<file path="src/rtl/mem_port_arbiter_pkg.sv">
// Shared types and widths for the memory-port arbiter and its round-robin picker.
package mem_port_arbiter_pkg;

  typedef enum logic {
    IDLE   = 1'b0,
    ACTIVE = 1'b1
  } arb_state_t;

  localparam int ADDR_W = 32;
  localparam int DATA_W = 32;
  localparam int BE_W   = 4;

endpackage

</file>
<file path="src/rtl/mem_port_arbiter_rr_picker.sv">
// Combinational round-robin picker: first requester after 'last', wrapping modulo NREQ.
module rr_picker
  import mem_port_arbiter_pkg::*;
#(
  parameter int NREQ = 2
) (
  input  logic [NREQ-1:0]         req,
  input  logic [$clog2(NREQ)-1:0] last,
  output logic [$clog2(NREQ)-1:0] winner,
  output logic                    any_req
);

  localparam int OW = $clog2(NREQ);

  always_comb begin
    winner  = last;
    any_req = |req;
    // Walk the ring backwards so the nearest requester after 'last' is written last and wins.
    for (int k = NREQ; k >= 1; k--) begin
      if (req[(int'(last) + k) % NREQ]) begin
        winner = OW'((int'(last) + k) % NREQ);
      end
    end
  end

endmodule

</file>
<file path="src/rtl/mem_port_arbiter.sv">
// Round-robin owner of the single main-memory port, with lock, stall watchdog and grant counters.
module mem_port_arbiter
  import mem_port_arbiter_pkg::*;
#(
  parameter int NREQ    = 2,
  parameter int TIMEOUT = 1024,
  parameter int CNT_W   = 32
) (
  input  logic                     CLK,
  input  logic                     RST,
  input  logic [NREQ*ADDR_W-1:0]   req_addr,
  input  logic [NREQ*DATA_W-1:0]   req_wdata,
  input  logic [NREQ*BE_W-1:0]     req_byte_en,
  input  logic [NREQ-1:0]          req_ren,
  input  logic [NREQ-1:0]          req_wen,
  input  logic [NREQ-1:0]          req_lock,
  output logic [NREQ*DATA_W-1:0]   req_rdata,
  output logic [NREQ-1:0]          req_busy,
  output logic [ADDR_W-1:0]        memory_addr,
  output logic [DATA_W-1:0]        memory_wdata,
  output logic [BE_W-1:0]          memory_byte_en,
  output logic                     memory_ren,
  output logic                     memory_wen,
  input  logic [DATA_W-1:0]        memory_rdata,
  input  logic                     memory_busy,
  output logic [$clog2(NREQ)-1:0]  owner,
  output logic                     grant_valid,
  output logic                     timeout_err,
  output logic                     proto_err,
  output logic [NREQ*CNT_W-1:0]    grant_count
);

  localparam int OW   = $clog2(NREQ);
  localparam int WD_W = $clog2(TIMEOUT + 1);

  // Handshake: req(i) = ren|wen is valid, ~req_busy[i] is ready; an access completes on a
  // cycle where both hold for the owner. Valid must stay up until ready or the owner aborts.

  arb_state_t        state, state_nxt;
  logic [OW-1:0]     owner_q;
  logic [NREQ-1:0]   req_vec;
  logic              req_o, ren_o, wen_o, lock_o;
  logic [OW-1:0]     winner;
  logic              any_req;
  logic [CNT_W-1:0]  cnt_q [NREQ];
  logic [WD_W-1:0]   wd_q;

  assign req_vec     = req_ren | req_wen;
  assign req_o       = req_vec[owner_q];
  assign ren_o       = req_ren[owner_q];
  assign wen_o       = req_wen[owner_q];
  assign lock_o      = req_lock[owner_q];
  assign owner       = owner_q;
  assign grant_valid = (state == ACTIVE);

  rr_picker #(.NREQ(NREQ)) u_picker (
    .req     (req_vec),
    .last    (owner_q),
    .winner  (winner),
    .any_req (any_req)
  );

  for (genvar g = 0; g < NREQ; g++) begin : g_cnt_out
    assign grant_count[CNT_W*g +: CNT_W] = cnt_q[g];
  end

  always_comb begin
    state_nxt      = state;
    memory_addr    = '0;
    memory_wdata   = '0;
    memory_byte_en = '0;
    memory_ren     = 1'b0;
    memory_wen     = 1'b0;
    req_busy       = '1;
    req_rdata      = '0;
    case (state)
      IDLE: begin
        if (any_req) state_nxt = ACTIVE;
      end
      ACTIVE: begin
        memory_addr    = req_addr[ADDR_W*owner_q +: ADDR_W];
        memory_wdata   = req_wdata[DATA_W*owner_q +: DATA_W];
        memory_byte_en = req_byte_en[BE_W*owner_q +: BE_W];
        memory_wen     = wen_o;
        memory_ren     = ren_o & ~wen_o;
        for (int i = 0; i < NREQ; i++) begin
          if (owner_q == OW'(i)) begin
            req_busy[i]                   = memory_busy;
            req_rdata[DATA_W*i +: DATA_W] = memory_rdata;
          end
        end
        if (!req_o) begin
          state_nxt = IDLE;
        end else if (!memory_busy) begin
          state_nxt = lock_o ? ACTIVE : IDLE;
        end
      end
      default: state_nxt = IDLE;
    endcase
  end

  always_ff @(posedge CLK) begin
    if (RST) begin
      state       <= IDLE;
      owner_q     <= OW'(NREQ - 1);
      wd_q        <= '0;
      timeout_err <= 1'b0;
      proto_err   <= 1'b0;
      for (int i = 0; i < NREQ; i++) cnt_q[i] <= '0;
    end else begin
      state <= state_nxt;
      if (state == IDLE && any_req) begin
        owner_q <= winner;
        if (cnt_q[winner] != '1) cnt_q[winner] <= cnt_q[winner] + CNT_W'(1);
      end
      if (state == ACTIVE && req_o && memory_busy) begin
        if (wd_q != WD_W'(TIMEOUT)) wd_q <= wd_q + WD_W'(1);
        if (wd_q >= WD_W'(TIMEOUT - 1)) timeout_err <= 1'b1;
      end else begin
        wd_q <= '0;
      end
      if (state == ACTIVE && ren_o && wen_o) proto_err <= 1'b1;
    end
  end

endmodule
</file>
<file path="config.mk">
export PLATFORM = sky130hd
export DESIGN_NAME = mem_port_arbiter
export DESIGN_NICKNAME = d
export VERILOG_FILES = /design/src/rtl/mem_port_arbiter_pkg.sv /design/src/rtl/mem_port_arbiter_rr_picker.sv /design/src/rtl/mem_port_arbiter.sv
export SDC_FILE = /design/constraint.sdc
export NUM_CORES = 1
export LEC_CHECK = 0
export CAP_MARGIN = 10
export CELL_PAD_IN_SITES_DETAIL_PLACEMENT = 0
export CELL_PAD_IN_SITES_GLOBAL_PLACEMENT = 1
export CORE_ASPECT_RATIO = 0.5
export CORE_UTILIZATION = 28
export CTS_BUF_LIST = sky130_fd_sc_hd__clkbuf_16
export CTS_CLUSTER_SIZE = 25
export DETAILED_ROUTE_END_ITERATION = 7
export HOLD_SLACK_MARGIN = 0.05
export PLACE_DENSITY_LB_ADDON = 0.1
export SETUP_SLACK_MARGIN = 0.05
export SLEW_MARGIN = 5
export SYNTH_ARGS = -nofsm -noshare
export SYNTH_HDL_FRONTEND = slang
export SYNTH_SLANG_ARGS = --single-unit
</file>
<file path="constraint.sdc">
create_clock -name CLK -period 7.35 [get_ports CLK]
set_input_delay 1.47 -clock CLK [delete_from_list [all_inputs] [get_ports CLK]]
set_output_delay 1.47 -clock CLK [all_outputs]
set_load 0.01 [all_outputs]
</file>
# Word-level counts from Yosys, hierarchy flattened
# Memory sizes are Yosys's and may differ from the RTL's.
# Cells that the tools add are included.
# word_totals
reg_bits	15
latch_bits	0
ramBits	64
rom_bits	0
inputBits	177
output_inout_bits	204
word_cells	76
mem_count	1
# op_classes
addsub	4
n_mul	0
n_div	0
magnitude_cmp	4
eq_ne	2
shift	3
mux	41
bitwise	7
n_reduce_logical	9
# mem_list
name	depth	width	read_ports	rd_ports_with_merged_regs	write_ports	line	rtl
cnt_q	2	32	3	0	2	mem_port_arbiter.sv:45	logic [CNT_W-1:0] cnt_q [NREQ];
# op_table
op	n
32-bit 2-to-1 mux	5
64-bit by 7-bit variable part select with 32-bit output	2
64-bit 2-to-1 mux	1
32-bit by 1-bit adder with 32-bit output, second input constant	1
1-bit 2-to-1 mux	32
32-bit != test, second input constant	1
32-bit OR reduction	1
11-bit by 1-bit adder with 11-bit output, second input constant	1
11-bit by 10-bit greater-or-equal comparator with 1-bit output, second input constant	1
11-bit != test, second input constant	1
8-bit by 4-bit variable part select with 4-bit output	1
2-bit by 3-bit less-than comparator with 1-bit output, second input constant	2
1-bit logical AND	5
4-bit 2-to-1 mux	1
2-bit OR reduction	2
1-bit NOT	3
1-bit adder, second input constant	2
1-bit AND, first input constant	2
1-bit by 2-bit less-than comparator with 1-bit output, second input constant	1
2-bit 2-to-1 mux	1
2-bit bitwise OR	1
1-bit case mux with 2 select lines	1
2-bit AND reduction	1
1-bit AND	1

# Longest topological paths before layout
# An unclocked memory read counts as a cell.
# depth
depth_word	15
mapped_depth	15
mapped_depth_nobuf	10

# Hierarchy
# A second synthesis with hierarchy kept.
# hier_totals
cells_unflattened	668
hier_area_um2	6162.2
# modules_own_cells
mod	instances	cells_each	area_per_inst_um2	seq_area_each_um2
mem_port_arbiter	1	665	6142.1	2222.1
rr_picker	1	3	20.0	0.0

# Worst setup path before layout
# No wires, ideal clock.
# synth_timing
path_type	in2reg
startpoint	input port req_ren[1]
endpoint	memory cnt_q[1][0], enable pin
arrival_time_ps	4826
slack_ps	2046
stages	14
path_buffers	4
cell_sequence	or3_4 -> buf_6 -> nand2_1 -> buf_2 -> buf_1 -> nand2_1 -> nand2_1 -> ha_1 -> inv_1 -> or3_1 -> o32a_1 -> o211ai_1 -> clkbuf_1 -> nand2_1
# synth_rtl
item	line	rtl
start: declaration	mem_port_arbiter.sv:14	input logic [NREQ-1:0] req_ren,
end: declaration	mem_port_arbiter.sv:45	

==> impl_results.md <==
* Io pins at 381
* Synthesized instance count at 721
* Via count at approximately 7000
* Fillcell total at 2109
* Clock share of power at 0.277
* Final hold violation count at 0
* Unrepaired setup endpoints after global routing: no
* Failing checks: design-rule violations
* Commonest register cell after synthesis: edfxtp_1
* PwrDens at ~150 nW/um2
* Routed vias/inst at 5.07
* Number of CTS-inserted buffers at 9
* Synth unique cells at 62
* CTS tree: done
* Status: finished with violations
* Cell internal pwr at 1.10 mW
* Drt wl/cell at 22.6 um
* Worst-path clk slew at 0.06 ns
* Max Fclk at between 150 and 200 MHz
* Overall routing resource usage at 0.260
* DRT Wirelength at 31.3 mm
* Mapped cell area at 6230 um2
* Vias in the first global route at 6545
* HP Class: reg -> reg
* CTS Hold Bufs at 0
* Gr ovfl total at 0
* PortBufs at 380
* Placed wire-length estimate at 25.1 mm
* Flip-flop and latch count after synthesis at 79
* Met3 usage at 0.0481
* Die area at 22900 um2
* Most frequent cells in the layout: 380 x clkdlybuf4s50_1, 129 x nor2_1, 83 x mux2i_1, 64 x edfxtp_1
* Site Rows at 38
* Routing usage on met2 at 0.439
* Ranking of synthesized cells by area: edfxtp_1 31%, mux2i_1 13%, nor2_1 7.8%, dfxtp_1 4.8%, and2_1 3.7%
* Seq/Total Area, Yosys at 0.357
* DRC Markers at 1
* Async SR Flop Fraction at 0
* Share of cells above drive strength 1 at 0.0388
* EDFF count, synth at 64
* Initial drt markers at 440
* Post-CTS setup buffers at 0
* Commonest non-fill, non-tap cell in the layout: clkdlybuf4s50_1
* Worst Tran Pin Value at 1.09 ns
* Max_slew headroom at 0.276
* Global-route wire length before repair at 43.7 mm
* Maximum vdd drop at 117 uV
* Reg area at 2230 um2
* Met1 GRT Util at 0.345
* Tcrit/Tclk final at 0.721
* Nature of the critical path endpoint: flop
* Critical Path Start Type: input pin
* CP Data Required Time at 7.41 ns
* Nets at 1258
* Fin. max-slew vios at 0
* H-tree levels at 3
* Final std cells w/o fill at roughly 1400
* Synth top area share at 0.309
* Crit Path Category: in -> reg
* Avg Cell Area, Syn at ~8.6 um2
* Max-Cap Viols at 0
* Clock skew at approximately 0.010 ns
* CP max FO at 27
* Crit path DAT at 5.36 ns
* Most Crowded Layer GR: met2
* Comb pwr share at 0.360
* Synthesis-to-finish area growth at 70.6%
* Post-cts sizing count at 0
* Multi-input combinational cell area at between 3000 and 4000 um2
* Drt first pass iters at 6
* Placed insts at 1367
* Final hold slack at about 0.46 ns
* Max Root-Sink Buffers at 2
* Post-route minimum period at between 5 and 6 ns
* Leak Pwr at 4.00 nW
* ANT nets after route at 0
* Sequential share of power at 0.363
* Post-synth net total at approximately 900
* Final setup fails at 0
* Clock sink total at 79
* CTS Root Cell: clkbuf_16
* Synth area leader: edfxtp_1
* Worst-Skew Late Latency at roughly 0.34 ns
* Yosys warning total at 0
* Die Span X at 213 um
* Core box area at 21700 um2
* Routability Congestion at 0.946
* Initial antenna violation count at 3
* Largest net degree at the start of global routing at 74
* Setup TNS at 0 ns
* Starting Density at 0.287
* NetSw at 0.515 mW
* Sw Share at 0.319
* Die height at 107 um
## per-stage QoR
step / worst slack (ns) / power (mW) / util / area, um2
after floorplan: 2.05 / 0.818 / - / 6230
after global placement: 1.89 / 1.18 / 0.475 / 10300
after detailed placement: 1.75 / 1.18 / 0.475 / 10300
after CTS: 2.08 / 1.63 / 0.489 / 10600
after global routing: 1.78 / 1.68 / 0.489 / 10600
final: 2.05 / 1.62 / 0.489 / 10600
## cell families (layout without fill, tap and decap cells)
kind of cell	count (synthesis)	after routing	synth area share
AOI/OAI and AO/OA	93	93	0.109
and+or+nand+nor	368	368	0.303
other	0	1	0
buffers and inverters	59	421	0.0394
muxes	86	86	0.139
DFF	79	79	0.357
adders and majority gates	3	3	0.00603
xor gates and xnor gates	33	33	0.0464
## power by group through the flow
stage | Clock [mW] | Combinational [mW] | Sequential (mW)
after detailed placement | 0 | 0.582 | 0.595
after global placement | 0 | 0.581 | 0.595
after global routing | 0.469 | 0.619 | 0.593
final | 0.447 | 0.582 | 0.587
after CTS | 0.455 | 0.584 | 0.586
after floorplan | 0 | 0.238 | 0.580
## metal layers
layer / part of all wire / wire (um)
met5: 0 / 0
met4: 0.015 / 466
met1: 0.44 / 13900
met2: 0.48 / 15100
met3: 0.058 / 1800
## final cells by class
cell class / count / area share
multi-input combinational: 583 / 0.354
inverter: 13 / 0.00459
antenna: 1 / 0.000236
sequential: 79 / 0.210
tap: 300 / 0.0353
clock buffer: 9 / 0.0212
clock inverter: 7 / 0.00672
timing repair buffer: 392 / 0.368
## critical path, stage by stage
cell             delay, ns
clkdlybuf4s50_1       0.53
o21a_1                0.41
nor2_2                0.34
nand2_1               0.10
nand2_1               0.07
ha_1                  0.47
inv_1                 0.16
or3_1                 0.42
o32a_1                0.51
o211ai_1              0.31
nand2_1               0.22
buf_4                 0.33
## cells in the mapped netlist, types with 2 or more instances
cell	instances
a2111oi_4	2
a211oi_1	7
a21oi_1	23
a311oi_1	2
a31oi_1	3
a41oi_1	3
and2_1	37
and3_1	35
and4_1	6
buf_1	10
buf_2	7
buf_6	2
clkbuf_1	27
dfxtp_1	15
edfxtp_1	64
ha_1	3
inv_1	12
mux2_2	3
mux2i_1	83
nand2_1	37
nand3_1	12
nand4_1	28
nand4b_1	2
nor2_1	130
nor3_1	34
nor3b_1	2
nor4_1	14
nor4b_1	7
o211a_1	2
o211ai_1	4
o21a_1	6
o21ai_0	17
o31a_1	2
o31ai_1	6
or3_1	11
or4_1	6
xnor2_1	15
xor2_1	18
## worst paths after layout
kind,start,to,slack (ns),cells after the start
setup / recovery,req_wen[0],cnt_q[1][18],2.05,12
hold / removal,proto_err,proto_err,0.46,2
setup reg to reg,owner,cnt_q[1][18],3.03,12
hold reg to reg,proto_err,proto_err,0.46,2
## sequential cells by signal (all words and copies together), names as in the netlist
signal,cells
owner,1
grant_valid,1
proto_err,1
timeout_err,1
wd_q,11
cnt_q,64
No activity file was read; power rests on OpenSTA's default activity.
